$ cat src/rtl/alu_pkg.sv
// rtl/alu_pkg.sv - ALU control codes, arbiter states and shared constants
package alu_pkg;

  typedef enum logic [3:0] {
    ALU_ADD  = 4'b0000,
    ALU_SLL  = 4'b0001,
    ALU_SLT  = 4'b0010,
    ALU_SLTU = 4'b0011,
    ALU_XOR  = 4'b0100,
    ALU_SRL  = 4'b0101,
    ALU_OR   = 4'b0110,
    ALU_AND  = 4'b0111,
    ALU_SUB  = 4'b1001,
    ALU_SRA  = 4'b1101
  } alu_ctrl_e;

  typedef enum logic {
    ST_IDLE = 1'b0,
    ST_RESP = 1'b1
  } arb_state_e;

  localparam logic [31:0] ALU_ERR = 32'h0000_DEAD;

  function automatic logic is_legal_ctrl(input logic [3:0] ctrl);
    case (ctrl)
      ALU_ADD, ALU_SUB, ALU_SLL, ALU_SLT, ALU_SLTU,
      ALU_XOR, ALU_SRL, ALU_SRA, ALU_OR, ALU_AND: is_legal_ctrl = 1'b1;
      default:                                   is_legal_ctrl = 1'b0;
    endcase
  endfunction

endpackage

$ cat src/rtl/alu_arbiter_if.sv
// rtl/alu_arbiter_if.sv - two requester ports and one response port of the arbitrated ALU
interface alu_arbiter_if;

  logic        req0_valid;
  logic        req0_ready;
  logic [31:0] req0_op1;
  logic [31:0] req0_op2;
  logic [3:0]  req0_ctrl;

  logic        req1_valid;
  logic        req1_ready;
  logic [31:0] req1_op1;
  logic [31:0] req1_op2;
  logic [3:0]  req1_ctrl;

  logic        rsp_valid;
  logic        rsp_ready;
  logic        rsp_id;
  logic [31:0] rsp_result;
  logic        rsp_zero;
  logic        rsp_illegal;

  modport master (
    output req0_valid, req0_op1, req0_op2, req0_ctrl,
    output req1_valid, req1_op1, req1_op2, req1_ctrl,
    output rsp_ready,
    input  req0_ready, req1_ready,
    input  rsp_valid, rsp_id, rsp_result, rsp_zero, rsp_illegal
  );

  modport slave (
    input  req0_valid, req0_op1, req0_op2, req0_ctrl,
    input  req1_valid, req1_op1, req1_op2, req1_ctrl,
    input  rsp_ready,
    output req0_ready, req1_ready,
    output rsp_valid, rsp_id, rsp_result, rsp_zero, rsp_illegal
  );

endinterface

$ cat src/rtl/alu.sv
// rtl/alu.sv - combinational 32-bit ALU; unknown codes yield ALU_ERR
module alu
  import alu_pkg::*;
(
  input  logic [31:0] ALUop1,
  input  logic [31:0] ALUop2,
  input  logic [3:0]  ALUctrl,
  output logic [31:0] ALUout,
  output logic        Zero
);

  always_comb begin
    ALUout = ALU_ERR;
    case (ALUctrl)
      ALU_ADD:  ALUout = ALUop1 + ALUop2;
      ALU_SUB:  ALUout = ALUop1 - ALUop2;
      ALU_SLL:  ALUout = ALUop1 << ALUop2[4:0];
      ALU_SLT:  ALUout = {31'b0, $signed(ALUop1) < $signed(ALUop2)};
      ALU_SLTU: ALUout = {31'b0, ALUop1 < ALUop2};
      ALU_XOR:  ALUout = ALUop1 ^ ALUop2;
      ALU_SRL:  ALUout = ALUop1 >> ALUop2[4:0];
      ALU_SRA:  ALUout = $unsigned($signed(ALUop1) >>> ALUop2[4:0]);
      ALU_OR:   ALUout = ALUop1 | ALUop2;
      ALU_AND:  ALUout = ALUop1 & ALUop2;
      default:  ALUout = ALU_ERR;
    endcase
    Zero = (ALUout == 32'd0);
  end

endmodule

$ cat src/rtl/alu_arbiter.sv
// rtl/alu_arbiter.sv - round-robin arbiter sharing one ALU between two requesters
module alu_arbiter
  import alu_pkg::*;
(
  input  logic         clk,
  input  logic         rst,
  alu_arbiter_if.slave bus
);

  arb_state_e  state_q, state_d;
  logic        rr_q, rr_d;
  logic        rsp_id_q, rsp_id_d;
  logic [31:0] rsp_result_q, rsp_result_d;
  logic        rsp_zero_q, rsp_zero_d;
  logic        rsp_illegal_q, rsp_illegal_d;

  logic        accept_open;
  logic        gnt;
  logic        xfer;
  logic [31:0] alu_op1, alu_op2, alu_out;
  logic [3:0]  alu_ctrl;
  logic        alu_zero;

  // The output register can be refilled in the same cycle it drains.
  always_comb begin
    accept_open = (state_q == ST_IDLE) || bus.rsp_ready;
    gnt         = (bus.req0_valid && bus.req1_valid) ? rr_q : bus.req1_valid;
    xfer        = !rst && accept_open && (bus.req0_valid || bus.req1_valid);
  end

  assign bus.req0_ready = xfer && !gnt;
  assign bus.req1_ready = xfer && gnt;

  always_comb begin
    alu_op1  = gnt ? bus.req1_op1  : bus.req0_op1;
    alu_op2  = gnt ? bus.req1_op2  : bus.req0_op2;
    alu_ctrl = gnt ? bus.req1_ctrl : bus.req0_ctrl;
  end

  alu u_alu (
    .ALUop1  (alu_op1),
    .ALUop2  (alu_op2),
    .ALUctrl (alu_ctrl),
    .ALUout  (alu_out),
    .Zero    (alu_zero)
  );

  always_comb begin
    state_d       = state_q;
    rr_d          = rr_q;
    rsp_id_d      = rsp_id_q;
    rsp_result_d  = rsp_result_q;
    rsp_zero_d    = rsp_zero_q;
    rsp_illegal_d = rsp_illegal_q;
    if (xfer) begin
      state_d       = ST_RESP;
      rr_d          = ~gnt;
      rsp_id_d      = gnt;
      rsp_result_d  = alu_out;
      rsp_zero_d    = alu_zero;
      rsp_illegal_d = !is_legal_ctrl(alu_ctrl);
    end else if ((state_q == ST_RESP) && bus.rsp_ready) begin
      state_d = ST_IDLE;
    end
  end

  always_ff @(posedge clk) begin
    if (rst) begin
      state_q       <= ST_IDLE;
      rr_q          <= 1'b0;
      rsp_id_q      <= 1'b0;
      rsp_result_q  <= 32'd0;
      rsp_zero_q    <= 1'b0;
      rsp_illegal_q <= 1'b0;
    end else begin
      state_q       <= state_d;
      rr_q          <= rr_d;
      rsp_id_q      <= rsp_id_d;
      rsp_result_q  <= rsp_result_d;
      rsp_zero_q    <= rsp_zero_d;
      rsp_illegal_q <= rsp_illegal_d;
    end
  end

  assign bus.rsp_valid   = (state_q == ST_RESP);
  assign bus.rsp_id      = rsp_id_q;
  assign bus.rsp_result  = rsp_result_q;
  assign bus.rsp_zero    = rsp_zero_q;
  assign bus.rsp_illegal = rsp_illegal_q;

endmodule

$ cat src/flat_wrapper.sv
// flat-port wrapper written by rule: the top's interface ports become plain ports
module alu_arbiter_flat import alu_pkg::*;
  (clk, rst, bus_req0_valid, bus_req0_op1, bus_req0_op2, bus_req0_ctrl, bus_req1_valid, bus_req1_op1, bus_req1_op2, bus_req1_ctrl, bus_rsp_ready, bus_req0_ready, bus_req1_ready, bus_rsp_valid, bus_rsp_id, bus_rsp_result, bus_rsp_zero, bus_rsp_illegal);
  alu_arbiter_if bus_i ();
  input  logic clk;
  input  logic rst;
  input wire logic [$bits(bus_i.req0_valid)-1:0] bus_req0_valid;
  input wire logic [$bits(bus_i.req0_op1)-1:0] bus_req0_op1;
  input wire logic [$bits(bus_i.req0_op2)-1:0] bus_req0_op2;
  input wire logic [$bits(bus_i.req0_ctrl)-1:0] bus_req0_ctrl;
  input wire logic [$bits(bus_i.req1_valid)-1:0] bus_req1_valid;
  input wire logic [$bits(bus_i.req1_op1)-1:0] bus_req1_op1;
  input wire logic [$bits(bus_i.req1_op2)-1:0] bus_req1_op2;
  input wire logic [$bits(bus_i.req1_ctrl)-1:0] bus_req1_ctrl;
  input wire logic [$bits(bus_i.rsp_ready)-1:0] bus_rsp_ready;
  output wire logic [$bits(bus_i.req0_ready)-1:0] bus_req0_ready;
  output wire logic [$bits(bus_i.req1_ready)-1:0] bus_req1_ready;
  output wire logic [$bits(bus_i.rsp_valid)-1:0] bus_rsp_valid;
  output wire logic [$bits(bus_i.rsp_id)-1:0] bus_rsp_id;
  output wire logic [$bits(bus_i.rsp_result)-1:0] bus_rsp_result;
  output wire logic [$bits(bus_i.rsp_zero)-1:0] bus_rsp_zero;
  output wire logic [$bits(bus_i.rsp_illegal)-1:0] bus_rsp_illegal;
  assign bus_i.req0_valid = bus_req0_valid;
  assign bus_i.req0_op1 = bus_req0_op1;
  assign bus_i.req0_op2 = bus_req0_op2;
  assign bus_i.req0_ctrl = bus_req0_ctrl;
  assign bus_i.req1_valid = bus_req1_valid;
  assign bus_i.req1_op1 = bus_req1_op1;
  assign bus_i.req1_op2 = bus_req1_op2;
  assign bus_i.req1_ctrl = bus_req1_ctrl;
  assign bus_i.rsp_ready = bus_rsp_ready;
  assign bus_req0_ready = bus_i.req0_ready;
  assign bus_req1_ready = bus_i.req1_ready;
  assign bus_rsp_valid = bus_i.rsp_valid;
  assign bus_rsp_id = bus_i.rsp_id;
  assign bus_rsp_result = bus_i.rsp_result;
  assign bus_rsp_zero = bus_i.rsp_zero;
  assign bus_rsp_illegal = bus_i.rsp_illegal;
  alu_arbiter u_core (.clk(clk), .rst(rst), .bus(bus_i));
endmodule
$ cat config.mk
export PLATFORM = sky130hd
export DESIGN_NAME = alu_arbiter_flat
export DESIGN_NICKNAME = d
export VERILOG_FILES = /design/src/rtl/alu_pkg.sv /design/src/rtl/alu_arbiter_if.sv /design/src/rtl/alu.sv /design/src/rtl/alu_arbiter.sv /design/src/flat_wrapper.sv
export SDC_FILE = /design/constraint.sdc
export NUM_CORES = 1
export LEC_CHECK = 0
export CAP_MARGIN = 20
export CORE_ASPECT_RATIO = 0.75
export CORE_MARGIN = 2
export CORE_UTILIZATION = 30
export CTS_CLUSTER_DIAMETER = 40
export DETAILED_ROUTE_END_ITERATION = 8
export SYNTH_ARGS = -nofsm -noshare
export SYNTH_HDL_FRONTEND = slang
export SYNTH_SLANG_ARGS = --single-unit
$ cat constraint.sdc
create_clock -name clk -period 7.7 [get_ports clk]
set_input_delay 1.925 -clock clk [delete_from_list [all_inputs] [get_ports clk]]
set_output_delay 1.925 -clock clk [all_outputs]
set_load 0.1 [all_outputs]
After elaboration in Yosys (flattened, before gate mapping):

Memory sizes are Yosys's and may differ from the RTL's.
Index checks and enable logic that the tools add are counted.

* flip-flop bits (word level): 37
* latch bits: 0
* bits in writable memories: 0
* memory bits (read-only): 16
* bits of input ports: 141
* output and inout port bits: 38
* word-level logic and storage cells: 50
* memories kept: 1

Memories
* (no name shown): depth 16, width 1, read ports 1, clocked after Yosys merged registers in 0, wr ports 0, line alu_pkg.sv:25 `case (ctrl)`

* $add $sub $neg: 2
* multipliers: 0
* divide/modulo/power cells: 0
* order comparisons: 2
* equality and inequality tests: 9
* shift operators: 3
* mux-type cells: 8
* bitwise logic cells: 5
* reduce and logical (&&, ||, !) cells: 14

Operators by type and width (number)
* $pmux W32 S10: 1
* $lt A32 B32 Y1: 2
* $mux W32: 2
* $add A32 B32 Y32: 1
* $and A32 B32 Y32: 1
* $logic_not A32 Y1: 1
* $or A32 B32 Y32: 1
* $shl A32 B5 Y32: 1
* $shr A32 B5 Y32: 1
* $sshr A32 B5 Y32: 1
* $sub A32 B32 Y32: 1
* $xor A32 B32 Y32: 1
* $eq A4 B3 Y1 const B: 4
* $eq A4 B2 Y1 const B: 2
* $eq A4 B4 Y1 const B: 2
* $logic_and A1 B1 Y1: 6
* $eq A4 B1 Y1 const B: 1
* $logic_not A4 Y1: 1
* $mux W1: 4
* $mux W4: 1
* $logic_not A1 Y1: 3
* $logic_or A1 B1 Y1: 2
* $not A1 Y1: 2
* $reduce_bool A2 Y1: 1

Logic depth before layout (Yosys ltp):

Gate-level depths: netlist (run 1).

* depth after elaboration: 6
* mapped depth: 25
* depth with buffers taken out: 18

By module:

A second synthesis (run 1) with hierarchy kept.

* cells, all modules: 1639
* area total of the unflattened synthesis: 11975.2 um^2

By module, submodules not included
* alu: times used 1, cells each 1395, area each 9715.6 um^2, sequential area each 0.0 um^2
* alu_arbiter: times used 1, cells each 244, area each 2259.7 um^2, sequential area each 740.7 um^2

Worst setup path after synthesis (run 1):

Ideal clock, no wire load.

* kind: input -> register
* start point: input port bus_req0_valid
* end point: register u_core.rsp_zero_q, in the netlist u_core.bus.rsp_zero
* library setup time: 0.069 ns
* data arrival time: 6.268 ns
* required time: 7.631 ns
* slack: 1.363 ns
* cell stages on the path: 23
* buffers on the path: 6
* path through: nor2b_1 > buf_6 > nor2_4 > buf_6 > buf_2 > buf_2 > buf_2 > buf_1 > nand2_1 > nand2_1 > ha_1 > a21oi_1 > nor3_1 > a2111oi_4 > a21o_1 > a31oi_1 > a31o_1 > a221o_1 > a221o_1 > nor4_1 > and4_1 > nand4_1 > o21ai_1

* longest elaborated chain between the ends: 6
* elaborated cells between the ends (all ways): 29
* those cells by class: add/sub: 2; order compare: 2; eq/ne: 9; shift: 3; mux: 5; bitwise: 3; reduce/logical: 5

RTL lines
* start: declaration: line flat_wrapper.sv:7 `input wire logic [$bits(bus_i.req0_valid)-1:0] bus_req0_valid;`
* $logic_and A1 B1 Y1: line alu_arbiter.sv:27 `gnt = (bus.req0_valid && bus.req1_valid) ? rr_q : bus.req1_valid;`
* $mux W1: line alu_arbiter.sv:27
* $mux W32 (tied with other cells): line alu_arbiter.sv:35 `alu_op1 = gnt ? bus.req1_op1 : bus.req0_op1;`
* $sub A32 B32 Y32 (tied with other cells): line alu.sv:16 `ALU_SUB: ALUout = ALUop1 - ALUop2;`
* $pmux W32 S10: line alu.sv:14 `case (ALUctrl)`
* $logic_not A32 Y1: line alu.sv:27 `Zero = (ALUout == 32'd0);`
* end signal: assignment: line alu_arbiter.sv:80 `rsp_zero_q <= rsp_zero_d;`
* end: declaration: line alu_arbiter.sv:14 `logic rsp_zero_q, rsp_zero_d;`

Several ways; a longest one is shown, not always the timed one.
A chain may end at the register's enable or synchronous reset.

Final worst setup path (run 1):

Same ends and word-level chain as after synthesis.

==> impl_results.md, run 1 <==
- Placed Instance Area: 0.01626 mm2
- Detail Route Antenna Nets: 0
- Synth Instances: 2103
- Root Driver: clkbuf_16
- DRC: 0
- Final WS setup: 0.3343 ns
- Die height: 189.7 um
- CTS Buf Count: 5
- RSZ-0062 raised after global routing: false
- Worst path required time: 7.91 ns
- Critical path peak fanout: 28
- Post-route setup TNS: 0 ns
- Detailed Place HPWL: 66.04 mm
- Met3 Usage GRT: 0.03571
- Final instance area: 0.01645 mm2
- Sequential Power Share: 0.095
- Antenna violations before repair: 0
- Routability Congestion: 1.014
- Status: finished clean
- DR pass1 iterations: 6
- Clock transition at path regs: 0.06 ns
- Max VDD drop: 0.0001046 V
- Vias per cell: 6.490
- Core Region: 0.04569 mm2
- WL per Instance: 28.63 um
- Worst-Skew Late Latency: 0.28 ns
- Pin count of the biggest net entering global routing: 77
- Pint: 0.001010 W
- Max-Cap Viols: 0
- CTS tree: yes
- Antenna cells: 0
- Busiest grt layer: met1
- Met1 usage: 0.4881
- Total Wirelength: 80.64 mm
- Slew headroom: 0.1091
- Switch share: 0.5823
- Initial cell density of the core: 0.3020
- Yosys top cell area share: 0.08886
- H-tree level count: 2
- Period Utilization, post-route: 0.9566
- Post-CTS Setup Bufs: 0
- PortBufs: 178
- GR Util met2: 0.4800
- Iter 0 DRT Violations: 2741
- Worst min-delay path category: flip-flop to flip-flop
- Max clock buf depth: 2
- Largest cells by area after synthesis: ha_1 8.9%, nand2_1 8.8%, mux2i_1 5.6%, dfxtp_1 5.4%, o21ai_0 5.1%
- Pre-CTS WS: 0.2779 ns
- Synthesized area per cell: 6.562 um2
- Worst Tran Pin Value: 1.322 ns
- Worst Setup Start Kind: input port
- Warnings, synthesis: 0
- Post-route minimum period: 7.366 ns
- Worst hold slack: 0.4748 ns
- Reg2Reg Setup Slack: 2.17 ns
- Most common cell after layout, fill and taps aside: nand2_1
- Full die area: 0.04775 mm2
- Post-synth EDFFs: 0
- Via count: 18281
- Top FF cell, synth: dfxtp_1
- Synth-to-layout area growth: 19.21%
- FILL cells: 4946
- Die width: 251.7 um
- Clk sinks: 37
- Power share of the clock group: 0.111
- Combinational share of power: 0.794
- First-pass GRT wire length: 117.6 mm
- Net Count, Synth: 2344
- Aggregate global routing overflow: 0
- Layout Skew: 0.005479 ns
- Commonest cells after routing, fill and taps aside: 321 x nand2_1, 177 x nor2_1, 173 x clkdlybuf4s50_1
- Power Density: 147.0 mW/mm2
- Setup Crit Path Kind: input port to flip-flop
- Overall Global Routing Usage: 0.3272
- Async SR Flop Fraction: 0
- Cell Rows: 68
- Share of layout cells above drive strength 1: 0.09946
- Lkg Pwr: 6.679 nW
- PostCTS Resize Cnt: 0
- Seq/Total Area, Yosys: 0.05368
- CTS Hold Bufs: 0
- Synth Register Bits: 37
- Setup violators final: 0
- Endpoints failing hold: 0
- Crit. End Element: flip-flop
- Distinct cells, synth: 111
- Number of global-route vias before repair: 16679
- Final net count: 2462
- Final Slew Violations: 0
- Fmax: 135.8 MHz
- Dominant cell type by area after synthesis: ha_1
- P_sw: 0.001408 W
- I/O Pins: 179
- Synth Cell Area: 0.01380 mm2
- Worst EP arrival: 7.58 ns
[critical path: stages]
cell	delay, ns
clkdlybuf4s50_1	0.43
nor2b_2	0.24
nor2_4	0.66
buf_12	0.29
nand2_1	0.08
nand2_1	0.24
ha_1	0.38
nor4_2	0.50
nand3_1	0.31
a21oi_1	0.49
nor3_1	0.16
a31oi_1	0.28
a311o_1	0.25
o21ai_1	0.14
o31ai_1	0.53
o211ai_1	0.24
nor2_1	0.15
nand4_1	0.12
o21ai_1	0.16
[layer usage]
layer  share of wire  vias up
li1                -     8135
met1            0.46     8800
met2            0.41     1206
met3           0.094      140
met4           0.042        0
met5               0        -
[cell families (layout without fill, tap and decap cells)]
logic type,count (synthesis),after routing,share of synthesized area
buffers and inverters,274,393,0.09194
XOR/XNOR,21,21,0.01333
flip-flops,37,37,0.05368
AND/OR/NAND/NOR,861,861,0.2980
adder cells (fa/ha/maj),100,100,0.09176
multiplexers,116,116,0.09094
AO/OA/AOI/OAI,694,694,0.3603
[cell type report]
cell class,count,area [um2],area share
Clock inverter,3,68.82,0.004183
Sequential cell,37,740.7,0.04503
Clock buffer,5,125.1,0.007606
Inverter,105,396.6,0.02411
Multi-Input combinational cell,1792,11820,0.7187
Timing Repair Buffer,280,2552,0.1552
Tap cell,595,744.5,0.04525
[power groups by stage]
stage	combinational, W	sequential (W)	clock (W)
floorplan	0.00101	0.000388	0
global placement	0.00185	0.000233	0
detailed placement	0.00185	0.000234	0
CTS	0.00186	0.000230	0.000271
global route	0.00201	0.000233	0.000278
finish	0.00192	0.000231	0.000268
[Yosys cell counts (all sizes together), types with 7 or more instances]
| library cell | n |
|---|---|
| nor2b | 27 |
| o2111ai | 21 |
| o221ai | 20 |
| a21oi | 110 |
| or3 | 12 |
| o31ai | 14 |
| mux2 | 35 |
| a2111oi | 18 |
| and3 | 11 |
| a31o | 12 |
| o22ai | 22 |
| o211ai | 46 |
| a21o | 30 |
| buf | 115 |
| ha | 98 |
| nand4 | 51 |
| nor3 | 66 |
| a221o | 17 |
| nand2b | 38 |
| clkbuf | 54 |
| mux2i | 77 |
| dfxtp | 37 |
| xnor2 | 18 |
| o21ai | 163 |
| inv | 105 |
| a221oi | 35 |
| a22o | 14 |
| and2 | 12 |
| a22oi | 9 |
| nor4 | 36 |
| nand3b | 10 |
| a32oi | 10 |
| a211oi | 22 |
| nor2 | 179 |
| a31oi | 36 |
| nand3 | 60 |
| o21bai | 13 |
| a311oi | 7 |
| nand2 | 325 |
[per-stage QoR]
step	instances	total power, W	utilization
final	2817	0.002418	0.3601
after global routing	2817	0.002523	0.3601
after CTS	2817	0.002357	0.3601
after detailed placement	2809	0.002083	0.3558
after global placement	2809	0.002088	0.3558
after floorplan	2103	0.001401	-
[path summary, 6_finish.rpt]
| path | startpoint | depth (start not counted) | to |
|---|---|---|---|
| hold reg to reg | u_core.bus.rsp_zero$_SDFFE_PP0P_ | 2 | u_core.bus.rsp_zero$_SDFFE_PP0P_ |
| setup reg to reg | u_core.rr_q$_SDFFE_PP0P_ | 18 | u_core.bus.rsp_zero$_SDFFE_PP0P_ |
| hold / removal | u_core.bus.rsp_zero$_SDFFE_PP0P_ | 2 | u_core.bus.rsp_zero$_SDFFE_PP0P_ |
| setup / recovery | bus_req0_valid | 19 | u_core.bus.rsp_zero$_SDFFE_PP0P_ |
[state kept, by name, indices dropped and copies added (netlist names)]
register	cells
u_core.bus.rsp_zero	1
u_core.bus.rsp_id	1
u_core.rr_q	1
u_core.bus.rsp_illegal	1
u_core.bus.rsp_valid	1
u_core.bus.rsp_result	32
No activity file was read; power rests on OpenSTA's default activity.
==> run 2: changes to the inputs <==
- CTS_CLUSTER_SIZE: default -> 28
==> results of run 2 <==
Same layout as run 1: the final DEF is identical, and so are final timing and power.
